===== config.mk =====
export PLATFORM = sky130hd
export DESIGN_NAME = ps2_host_tx
export DESIGN_NICKNAME = d
export VERILOG_FILES = /design/src/rtl/ps2_pkg.sv /design/src/rtl/ps2_line_sync.sv /design/src/rtl/ps2_host_tx.sv
export SDC_FILE = /design/constraint.sdc
export NUM_CORES = 1
export LEC_CHECK = 0
export ABC_CLOCK_PERIOD_IN_PS = 1600
export CAP_MARGIN = 15
export CORE_ASPECT_RATIO = 0.9
export CORE_UTILIZATION = 30
export CTS_CLUSTER_SIZE = 16
export DETAILED_ROUTE_END_ITERATION = 12
export PLACE_DENSITY = 0.58
export SYNTH_ARGS = -nofsm -noshare
export SYNTH_HDL_FRONTEND = slang
export SYNTH_SLANG_ARGS = --single-unit
export TNS_END_PERCENT = 20

===== constraint.sdc =====
create_clock -name iClk -period 1.6 [get_ports iClk]
set_input_delay 0.32 -clock iClk [delete_from_list [all_inputs] [get_ports iClk]]
set_output_delay 0.32 -clock iClk [all_outputs]
set_load 0.05 [all_outputs]

===== src/rtl/ps2_pkg.sv =====
// ps2_pkg: shared PS/2 FSM states, odd-parity helper and default timing constants.
package ps2_pkg;
  localparam int PS2_INHIBIT_CYCLES = 6_000;
  localparam int PS2_TIMEOUT_CYCLES = 750_000;
  typedef enum logic [2:0] {
    S_IDLE,
    S_INHIBIT,
    S_RELEASE,
    S_SHIFT,
    S_ACK,
    S_WAIT_IDLE
  } ps2_state_t;
  function automatic logic odd_parity(input logic [7:0] d);
    return ~^d;
  endfunction
endpackage


===== src/rtl/ps2_line_sync.sv =====
// ps2_line_sync: 2-flop synchronisers for the PS/2 clock/data lines plus a clock falling-edge pulse.
module ps2_line_sync (
  input  logic i_clk,
  input  logic i_rst,
  input  logic i_ps2_clk,
  input  logic i_ps2_data,
  output logic o_sync_clk,
  output logic o_sync_data,
  output logic o_fall
);
  logic [2:0] r_clk_s;
  logic [1:0] r_dat_s;
  // Idle lines are pulled up, so reset to 1 to avoid a spurious fall.
  always_ff @(posedge i_clk) begin
    if (i_rst) begin
      r_clk_s <= '1;
      r_dat_s <= '1;
    end else begin
      r_clk_s <= {r_clk_s[1:0], i_ps2_clk};
      r_dat_s <= {r_dat_s[0], i_ps2_data};
    end
  end
  assign o_sync_clk  = r_clk_s[1];
  assign o_sync_data = r_dat_s[1];
  assign o_fall      = r_clk_s[2] & ~r_clk_s[1];
endmodule


===== src/rtl/ps2_host_tx.sv =====
// ps2_host_tx: PS/2 host-to-device byte transmitter driving open-drain clock/data enables.
// Define PS2_TX_RETRY_EN to resend once after the first NACK or watchdog timeout.
module ps2_host_tx
  import ps2_pkg::*;
#(
  parameter int CLK_FREQ_HZ    = 50_000_000,
  parameter int INHIBIT_CYCLES = PS2_INHIBIT_CYCLES,
  parameter int TIMEOUT_CYCLES = PS2_TIMEOUT_CYCLES
) (
  input  logic       iClk,
  input  logic       iReset,
  input  logic       iStart,
  input  logic [7:0] iData,
  input  logic       iPs2_Clk,
  input  logic       iPs2_Data,
  output logic       oPs2_Clk_Oe,
  output logic       oPs2_Data_Oe,
  output logic       oBusy,
  output logic       oDone,
  output logic       oErr
);
  localparam int CW = $clog2((TIMEOUT_CYCLES > INHIBIT_CYCLES ? TIMEOUT_CYCLES : INHIBIT_CYCLES) + 1);
  localparam logic [CW-1:0] INH_DATA = CW'(INHIBIT_CYCLES - 2);
  localparam logic [CW-1:0] INH_LAST = CW'(INHIBIT_CYCLES - 1);
  localparam logic [CW-1:0] TO_LAST  = CW'(TIMEOUT_CYCLES - 1);
`ifdef PS2_TX_RETRY_EN
  localparam bit RETRY = 1'b1;
`else
  localparam bit RETRY = 1'b0;
`endif
  // The line must be held low for at least 100us before the request.
  if (INHIBIT_CYCLES < CLK_FREQ_HZ / 10_000) begin : g_bad_inhibit
    $error("INHIBIT_CYCLES shorter than 100us");
  end
  ps2_state_t    r_state;
  logic [CW-1:0] r_cnt;
  logic [3:0]    r_idx;
  logic [7:0]    r_data;
  logic          r_par;
  logic          r_retried;
  logic          w_sync_clk;
  logic          w_sync_data;
  logic          w_fall;
  logic          w_watch;
  logic          w_fail;
  logic          w_retry;
  logic [9:0]    w_frame;
  ps2_line_sync u_sync (
    .i_clk      (iClk),
    .i_rst      (iReset),
    .i_ps2_clk  (iPs2_Clk),
    .i_ps2_data (iPs2_Data),
    .o_sync_clk (w_sync_clk),
    .o_sync_data(w_sync_data),
    .o_fall     (w_fall)
  );
  assign w_frame = {1'b1, r_par, r_data};
  assign w_watch = (r_state != S_IDLE) && (r_state != S_INHIBIT);
  // A fall coinciding with expiry wins; an ACK-slot high data line is a NACK.
  assign w_fail  = (w_watch && !w_fall && r_cnt == TO_LAST) ||
                   (r_state == S_ACK && w_fall && w_sync_data);
  assign w_retry = RETRY && !r_retried;
  always_ff @(posedge iClk) begin
    if (iReset) begin
      r_state      <= S_IDLE;
      r_cnt        <= '0;
      r_idx        <= '0;
      r_data       <= '0;
      r_par        <= 1'b0;
      r_retried    <= 1'b0;
      oPs2_Clk_Oe  <= 1'b0;
      oPs2_Data_Oe <= 1'b0;
      oBusy        <= 1'b0;
      oDone        <= 1'b0;
      oErr         <= 1'b0;
    end else begin
      oDone <= 1'b0;
      oErr  <= 1'b0;
      case (r_state)
        S_IDLE: if (iStart) begin
          r_data      <= iData;
          r_par       <= odd_parity(iData);
          r_retried   <= 1'b0;
          r_cnt       <= '0;
          oBusy       <= 1'b1;
          oPs2_Clk_Oe <= 1'b1;
          r_state     <= S_INHIBIT;
        end
        S_INHIBIT: begin
          r_cnt <= r_cnt + 1'b1;
          if (r_cnt == INH_DATA) oPs2_Data_Oe <= 1'b1;
          if (r_cnt == INH_LAST) begin
            oPs2_Clk_Oe <= 1'b0;
            r_cnt       <= '0;
            r_state     <= S_RELEASE;
          end
        end
        default: begin
          r_cnt <= w_fall ? '0 : r_cnt + 1'b1;
          if (w_fail) begin
            oPs2_Clk_Oe  <= w_retry;
            oPs2_Data_Oe <= 1'b0;
            r_cnt        <= '0;
            r_retried    <= 1'b1;
            r_state      <= w_retry ? S_INHIBIT : S_IDLE;
            oErr         <= !w_retry;
            oBusy        <= w_retry;
          end else if (r_state == S_RELEASE) begin
            r_idx   <= '0;
            r_state <= S_SHIFT;
          end else if (r_state == S_SHIFT && w_fall) begin
            // Falls 1..10 put data bits, parity, then the released stop bit.
            r_idx        <= r_idx + 1'b1;
            oPs2_Data_Oe <= ~w_frame[r_idx];
            if (r_idx == 4'd9) r_state <= S_ACK;
          end else if (r_state == S_ACK && w_fall) begin
            r_state <= S_WAIT_IDLE;
          end else if (r_state == S_WAIT_IDLE && w_sync_clk && w_sync_data) begin
            oDone   <= 1'b1;
            oBusy   <= 1'b0;
            r_state <= S_IDLE;
          end
        end
      endcase
    end
  end
endmodule


==> impl_metrics.toml, run 1 <==
[routing]
drt_wl_total_mm = 5.96
final_antenna_net_count = 0
drc_errors = 0
first_iter_violations = 101
wire_per_inst_um = 13.4
first_pass_iters = 4
vias = 2232
viasPerCell = 5.03

[sta]
tightest_slew_ns = 0.468
fmax_mhz = 576
hold_viol = 0
drv_slew = 0
fin_crit_sh_pct = 109
slew_headroom_pct = 68.7
skew_ns = 0.00883
fin_crit_ns = 1.74
rsz0062_at_grt = "true"
setup_slack_ns = -0.138
setup_viol = 28

[run_status]
violations = "negative setup slack"
outcome = "complete, but fails checks"

[global_route]
first_global_vias = 2165
grt_max_degree = 17
grt_pass1_wl_mm = 10.2
gr-total-overflow = 0
grt_use_met2_pct = 22.8
grt_usage_pct = 15.5
use_met3_pct = 2.46
top_usage_layer = "met1"
grt_antenna_before_repair = 0
grtUsageMet1_pct = 23.7

[power]
power.density_nw_per_um2 = 917
max-vdd-ir-drop_v = 0.000475
leakage_uw = 0.00124

[clock_network]
clock-root-buffer = "clkbuf_8"
cts.sinks = 46
clockBufferDepth = 2
postCtsSetupBuffers = 0
htree_levels = 2
clk_latency_ns = 0.30
cts-buffers-inserted = 5
clk_pin_slew_ns = 0.10
cts_tree = "yes"

[synthesis]
syn_avg_cell_area_sq_um = 8.54
synth_top_area_cell = "dfxtp_1"
netlist_instances = 277
syn_area_sq_um = 2370
synth-main-ff-cell = "dfxtp_1"
synth-edff-count = 0
ys_ff_latch = 46
ys_async_sr_fraction_pct = 0
synth_area_leaders = "dfxtp_1 (39%), xnor2_1 (6.7%), nand2_1 (5.6%)"
synth-seq-area-share_pct = 38.9
synth.net_count = 294
synth_top_area_share_pct = 38.9
yosys_warnings = 0
yosys.cell_types.count = 54

[cells_and_area]
n_fill_cell = 753
antennaDiodeCount = 0
fin_nets = 364
drive_gt1_share_pct = 31.3
area_delta_synth_final_pct = 40.2
fin_area_sq_um = 3320

[floorplanning]
core-area_sq_um = 7580
start_util_pct = 31.2
die_area_sq_um = 8250
ioPinCount = 18
rows = 30
die_w_um = 95.6
die_h_um = 86.3

[placement]
place.gp.congestion = 0.773
hpwl_mm = 4.26
portBuffers = 17
place_area_sq_um = 3040
dp_slack_ns = -0.374

[critical_path]
critPathKind = "flop to flop"
r2r_slack_ns = -0.14
critPathCaptureType = "flop"
worst_ep_required_time_ns = 1.79
crit_arrival_ns = 1.93
cp_max_fo = 6
critPathLaunchType = "flop"

[worst_hold_path]
hold_path_class = "flop to flop"

[run]
cap_violations = 0
power by group:
part	internal, uW	total [uW]	switching, uW
Clock	465	890	424
Sequential	1220	1270	46.7
Combinational	411	886	475
Total	2100	3040	946
final timing paths:
kind	start	to	cells past startpoint
worst max-delay path	r_cnt[17]$_SDFFE_PP0N_	r_state[0]$_SDFFE_PP0P_	6
worst min-delay path	u_sync.r_clk_s[0]$_SDFF_PP1_	u_sync.r_clk_s[1]$_SDFF_PP1_	1
worst max register to register	r_cnt[17]$_SDFFE_PP0N_	r_state[0]$_SDFFE_PP0P_	6
worst min register to register	u_sync.r_clk_s[0]$_SDFF_PP1_	u_sync.r_clk_s[1]$_SDFF_PP1_	1
worst max-delay path: stages (launching register included):
cell and delay, ns:
dfxtp_2 0.35, nor4_4 0.25, nand4_1 0.20, o31a_4 0.35, buf_6 0.15, a311oi_1 0.24, a21oi_1 0.10
layout make-up:
cell class	instances	area (sq um)	area share (%)
multi-input combinational	212	1500	45.2
timing repair buffer	77	636	19.2
tap	96	120	3.62
clock buffer	5	68.8	2.07
inverter	5	18.8	0.566
sequential	46	930	28.0
clock inverter	3	45.0	1.36
stage by stage:
stage / cells / util, % / total power [uW] / hold WS, ns / setup TNS, ns
after floorplan: 277 / - / 1780 / 0.389 / -0.0720
after global placement: 436 / 40.1 / 2090 / 0.391 / -7.46
after detailed placement: 436 / 40.1 / 2100 / 0.395 / -7.63
after CTS: 444 / 42.6 / 3010 / 0.418 / -2.63
after global routing: 444 / 43.8 / 3180 / 0.425 / -6.44
final: 444 / 43.8 / 3040 / 0.416 / -2.84
synthesized netlist by cell type, types with 4 or more instances:
cell	count
inv_1	5
xnor2_1	18
nand4_1	5
or2_2	5
nor4_1	8
ha_1	4
a21oi_1	18
nand2b_1	6
o21ai_0	4
nor2_1	29
buf_2	5
nand2_1	35
xor2_1	5
clkbuf_1	7
nor3_1	10
nand3_1	9
dfxtp_1	46
logic make-up (layout without fill, tap and decap cells):
| group | Yosys count | in the layout | synth area share, % |
|---|---|---|---|
| flip-flops | 46 | 46 | 38.9 |
| XOR/XNOR | 23 | 23 | 8.51 |
| AND/OR/NAND/NOR | 133 | 133 | 29.4 |
| buffers and inverters | 19 | 90 | 3.91 |
| adder cells (fa/ha/maj) | 4 | 4 | 2.12 |
| multiplexers | 2 | 2 | 1.90 |
| AO/OA/AOI/OAI | 50 | 50 | 15.3 |
layer usage:
layer | wire (um) | vias up
li1 | - | 1132
met1 | 3190 | 1061
met2 | 2560 | 37
met3 | 171 | 2
met4 | 37 | 0
met5 | 0 | -
flip-flops by register name, indices dropped and copies added, names as in the netlist:
| signal | flops |
|---|---|
| oPs2_Clk_Oe | 1 |
| r_idx | 4 |
| r_cnt | 20 |
| oErr | 1 |
| oBusy | 1 |
| r_state | 3 |
| r_par | 1 |
| oDone | 1 |
| u_sync.r_clk_s | 3 |
| r_data | 8 |
| u_sync.r_dat_s | 2 |
| oPs2_Data_Oe | 1 |
placed cells by master, fill, tap and decap left out, drive strengths merged, types with 4 or more instances in the layout:
cell type and n:
nand2 35, xnor2 18, ha 4, nand2b 6, dfxtp 46, nand4 5, clkbuf 5, nor4 8
xor2 5, nor2 29, buf 65, inv 5, nand3 9, or2 5, a21oi 19, o21ai 4
clkdlybuf4s50 12, nor3 11
repair_timing:
| action | 4_1_cts | 5_1_grt |
|---|---|---|
| hold endpoints to repair | 0 | 0 |
| pin swaps | 11 | 1 |
| resized for setup | 17 | 17 |
| hold buffers | 0 | 0 |
| endpoints found under the setup margin | 32 | 34 |
Note: power is estimated with default switching activity, not from simulation.
==> run 2, diff against run 1 <==
--- a/config.mk
+++ b/config.mk
@@ -8,6 +8,7 @@
 export ABC_CLOCK_PERIOD_IN_PS = 1600
 export CAP_MARGIN = 15
 export CORE_ASPECT_RATIO = 0.9
+export CORE_MARGIN = 5
 export CORE_UTILIZATION = 30
 export CTS_CLUSTER_SIZE = 16
 export DETAILED_ROUTE_END_ITERATION = 12
==> impl_metrics.toml, run 2 (same netlist as run 1, synthesis figures left out) <==
[global_route]
grt_pass1_wl_mm = 9.92
grt_antenna_before_repair = 0
grt_max_degree = 21
gr-total-overflow = 0
grt_usage_pct = 12.1
first_global_vias = 2156

[sta]
fin_crit_ns = 1.78
drv_slew = 0
fin_crit_sh_pct = 111
tns_ns = -4.37
hold_viol = 0
setup_viol = 31
fmax_mhz = 561
setup_slack_ns = -0.181
skew_ns = 0.00878
slew_headroom_pct = 65.7
tightest_slew_ns = 0.512
rsz0062_at_grt = "true"

[floorplanning]
die_w_um = 104
die_area_sq_um = 9770
start_util_pct = 31.1
die_h_um = 94.3
core-area_sq_um = 7620
ioPinCount = 18
rows = 30

[power]
max-vdd-ir-drop_v = 0.000397
leakage_uw = 0.00123
power.density_nw_per_um2 = 856

[placement]
place.gp.congestion = 0.871
dp_slack_ns = -0.462
place_area_sq_um = 3050
portBuffers = 17
hpwl_mm = 4.37

[critical_path]
slowest_delay_ns = 0.34
critPathCaptureType = "flop"
worst_ep_required_time_ns = 1.78
crit_arrival_ns = 1.96
critPathKind = "flop to flop"
cp_max_fo = 20
slowest_stage = "dfxtp_2"
path_cells = "nand4b_1 > nor4_4 > buf_4 > a21oi_4 > o31ai_4 > buf_12 > a21oi_1"
critPathLaunchType = "flop"
r2r_slack_ns = -0.18

[cells_and_area]
largestRegisters = "r_cnt x20, r_data x8, r_idx x4"
area_delta_synth_final_pct = 39.8
fin_area_sq_um = 3310
final_cell_mix = "buf_4 (63), dfxtp_1 (43), nand2_1 (34)"
layout_commonest_cell = "buf_4"
largest_register_ffs = 20
fin_nets = 367
largest-register = "r_cnt"
antennaDiodeCount = 0
drive_gt1_share_pct = 31.3

[routing]
vias = 2236
drt_wl_total_mm = 5.91
viasPerCell = 5.00
final_antenna_net_count = 0
wire_per_inst_um = 13.2
drc_errors = 0
first_pass_iters = 4
first_iter_violations = 128

[clock_network]
cts-buffers-inserted = 5
cts_tree = "yes"
clk_pin_slew_ns = 0.09
clock-root-buffer = "clkbuf_8"
clk_latency_ns = 0.30
htree_levels = 2
clockBufferDepth = 2
cts.sinks = 46
hold_buffers = 0

[run_status]
outcome = "complete, but fails checks"
violations = "negative setup slack"

[run]
cap_violations = 0

[worst_hold_path]
hold_path_class = "flop to flop"
-- run 2: cell count changes in the layout (fill, tap and decap cells not counted), moves of 2 or more --
cell	change
nor4_1	-2
nor4_2	+3
buf_4	+3
clkinvlp_4	-2
dfxtp_2	-5
dfxtp_1	+4
-- run 2: report_power, final --
part	total, uW	leakage (uW)	internal, uW	switching (uW)
Clock	730	0.0000482	349	381
Combinational	851	0.000805	391	459
Sequential	1250	0.000376	1210	36.8
Total	2830	0.00123	1950	877
-- run 2: layout make-up --
class | count | area [sq um]
clock inverter | 1 | 5.00
inverter | 5 | 18.8
clock buffer | 7 | 86.3
sequential | 46 | 927
multi-input combinational | 212 | 1490
fill | 740 | 4310
timing repair buffer | 80 | 658
tap | 96 | 120
-- run 2: per-layer routing --
layer | up-vias | routed length (um) | track usage [%] | share of wire [%]
met5 | - | 0 | 0 | 0
met1 | 1043 | 3170 | 17.4 | 54
met2 | 50 | 2490 | 18.6 | 42
li1 | 1139 | - | - | -
met4 | 0 | 54 | 3.61 | 0.91
met3 | 4 | 201 | 1.92 | 3.4
-- run 2: stage by stage --
step	hold WS (ns)	utilization [%]	power, uW	instances
2_1_floorplan	0.389	-	1780	277
3_3_place_gp	0.392	40.0	2060	437
3_5_place_dp	0.397	40.0	2070	437
4_1_cts	0.416	42.2	2840	445
5_1_grt	0.436	43.4	3000	447
6_report	0.414	43.4	2830	447
-- run 2: path summary, 6_finish.rpt --
path,startpoint,end,depth (start not counted)
hold / removal,u_sync.r_dat_s[0]$_SDFF_PP1_,u_sync.r_dat_s[1]$_SDFF_PP1_,1
setup reg to reg,r_cnt[6]$_SDFFE_PP0N_,r_cnt[11]$_SDFFE_PP0N_,7
hold reg to reg,u_sync.r_dat_s[0]$_SDFF_PP1_,u_sync.r_dat_s[1]$_SDFF_PP1_,1
setup / recovery,r_cnt[6]$_SDFFE_PP0N_,r_cnt[11]$_SDFFE_PP0N_,7
-- run 2: what timing repair did --
action                     CTS  global route
pin swaps                   10             3
gates resized for setup     18            13
setup buffers                0             2
setup endpoints to repair   32            34
-- run 2: worst max-delay path, delay by kind of cell, from the launching register on --
family                 cells  cell delay, ns
and+or+nand+nor            2            0.56
AOI/OAI and AO/OA          3            0.40
buffers and inverters      2            0.36
DFF                        1            0.34
==> run 3, diff against run 2 <==
--- a/config.mk
+++ b/config.mk
@@ -12,8 +12,9 @@
 export CORE_UTILIZATION = 30
 export CTS_CLUSTER_SIZE = 16
 export DETAILED_ROUTE_END_ITERATION = 12
+export HOLD_SLACK_MARGIN = 0.02
 export PLACE_DENSITY = 0.58
 export SYNTH_ARGS = -nofsm -noshare
 export SYNTH_HDL_FRONTEND = slang
 export SYNTH_SLANG_ARGS = --single-unit
-export TNS_END_PERCENT = 20
+export TNS_END_PERCENT = 100
==> impl_metrics.toml, run 3 (same netlist as run 1, synthesis figures left out) <==
[run_status]
outcome = "complete, but fails checks"
violations = "negative setup slack"

[clock_network]
htree_levels = 2
clk_latency_ns = 0.30
clock-root-buffer = "clkbuf_8"
clockBufferDepth = 2
cts_tree = "yes"
cts-buffers-inserted = 5
clk_pin_slew_ns = 0.08
postCtsSetupBuffers = 0
cts.sinks = 46

[floorplanning]
rows = 30
die_w_um = 104
core-area_sq_um = 7620
die_h_um = 94.3
start_util_pct = 31.1
die_area_sq_um = 9770
ioPinCount = 18

[worst_hold_path]
hold_end = "u_sync.r_clk_s[1]$_SDFF_PP1_"
hold_path_class = "flop to flop"
min_from = "u_sync.r_clk_s[0]$_SDFF_PP1_"
worstHoldPathCells = 1

[routing]
final_antenna_net_count = 0
viasPerCell = 4.98
dr.max_layer_used = "met4"
route.met2.wl_mm = 2.57
first_pass_iters = 4
drt_wl_total_mm = 5.99
drc_errors = 0
vias = 2230
met3_length_um = 251
wirelength_met1_mm = 3.11
wire_per_inst_um = 13.4
first_iter_violations = 113

[sta]
fin_crit_sh_pct = 110
setup_slack_ns = -0.153
tns_ns = -3.71
hold_viol = 0
rsz0062_at_grt = "true"
fmax_mhz = 571
setup_viol = 31
fin_crit_ns = 1.75
drv_slew = 0
slew_headroom_pct = 65.8
skew_ns = 0.0131
tightest_slew_ns = 0.511

[power]
leakage_uw = 0.00126
power.density_nw_per_um2 = 845
p_total_uw = 2830
max-vdd-ir-drop_v = 0.000398

[critical_path]
r2r_slack_ns = -0.15
critPathCaptureType = "flop"
critPathLaunchType = "flop"
critPathLaunch = "r_cnt[6]$_SDFFE_PP0N_"
slowest_delay_ns = 0.34
rr_worst_depth = 7
r2r_end = "r_cnt[12]$_SDFFE_PP0N_"
crit_arrival_ns = 1.92
cp_max_fo = 20
r2r-start = "r_cnt[6]$_SDFFE_PP0N_"
path_cells = "nand4b_1 > nor4_4 > buf_4 > a21oi_2 > o31ai_4 > buf_12 > a21oi_1"
worst_ep_required_time_ns = 1.77
slowest_stage = "dfxtp_2"
critPathKind = "flop to flop"

[placement]
dp_slack_ns = -0.448
place_area_sq_um = 3070
place.gp.congestion = 0.881
hpwl_mm = 4.50
portBuffers = 17

[global_route]
grt_pass1_wl_mm = 10.1
first_global_vias = 2141
grt_usage_pct = 12.4
grt_antenna_before_repair = 0
grt_max_degree = 21
gr-total-overflow = 0

[cells_and_area]
final_cell_mix = "buf_4 (64), dfxtp_1 (40), nand2_1 (34)"
drive_gt1_share_pct = 32.7
antennaDiodeCount = 0
final_util_pct = 43.9
largest_register_ffs = 20
largest-register = "r_cnt"
largestRegisters = "r_cnt x20, r_data x8, r_idx x4"
layout_commonest_cell = "buf_4"
area_delta_synth_final_pct = 41.4
fin_area_sq_um = 3350
fin_nets = 368

[run]
cap_violations = 0
==> run 3: changes by cell type in the layout (fill, tap and decap cells not counted), moves of 2 or more <==
cell	delta
dfxtp_2	+2
dfxtp_1	-3
nor4_2	-4
nor4_1	+2
nor4_4	+2
==> run 3: timing repair <==
action	CTS	global route
hold buffers	0	0
pin swaps	5	5
endpoints found under the setup margin	32	39
resized for setup	26	13
cloned	1	0
==> run 3: how the worst max path moves through the flow <==
stage | to | slack (ns) | cells past startpoint
after floorplan | r_cnt[1]$_SDFFE_PP0N_ | -0.001 | 6
after global placement | r_cnt[19]$_SDFFE_PP0N_ | -0.41 | 7
after detailed placement | r_cnt[17]$_SDFFE_PP0N_ | -0.45 | 7
after CTS | r_cnt[12]$_SDFFE_PP0N_ | -0.17 | 7
after global routing | r_cnt[12]$_SDFFE_PP0N_ | -0.25 | 7
final | r_cnt[12]$_SDFFE_PP0N_ | -0.15 | 7
==> run 3: area by class of cell <==
cell class                      instances  area [sq um]
Inverter                                5          18.8
Clock buffer                            7          86.3
Clock inverter                          1          5.00
Multi-Input combinational cell        212          1520
Tap cell                               96           120
Sequential cell                        46           933
Fill cell                             761          4270
Timing Repair Buffer                   81           666
==> run 3: worst max-delay path: cells and delay by family, from the launching register on <==
family / cells / cell delay, ns
AOI/OAI and AO/OA: 3 / 0.41
buffers and inverters: 2 / 0.35
DFF: 1 / 0.34
and+or+nand+nor: 2 / 0.52
==> run 3: metal layers <==
metal	vias to the layer above	global-route usage [%]
li1	1143	-
met1	1040	18.2
met2	41	18.6
met3	6	2.20
met4	0	3.28
met5	-	0
==> run 3: where the power goes <==
| part | switching (uW) | internal [uW] |
|---|---|---|
| sequential | 38.0 | 1210 |
| clock | 374 | 349 |
| combinational | 466 | 388 |
==> run 3: per-stage QoR <==
| stage | hold slack (ns) | std cells |
|---|---|---|
| after floorplan | 0.389 | 277 |
| after global placement | 0.393 | 439 |
| after detailed placement | 0.393 | 439 |
| after CTS | 0.406 | 448 |
| after global routing | 0.414 | 448 |
| final | 0.405 | 448 |
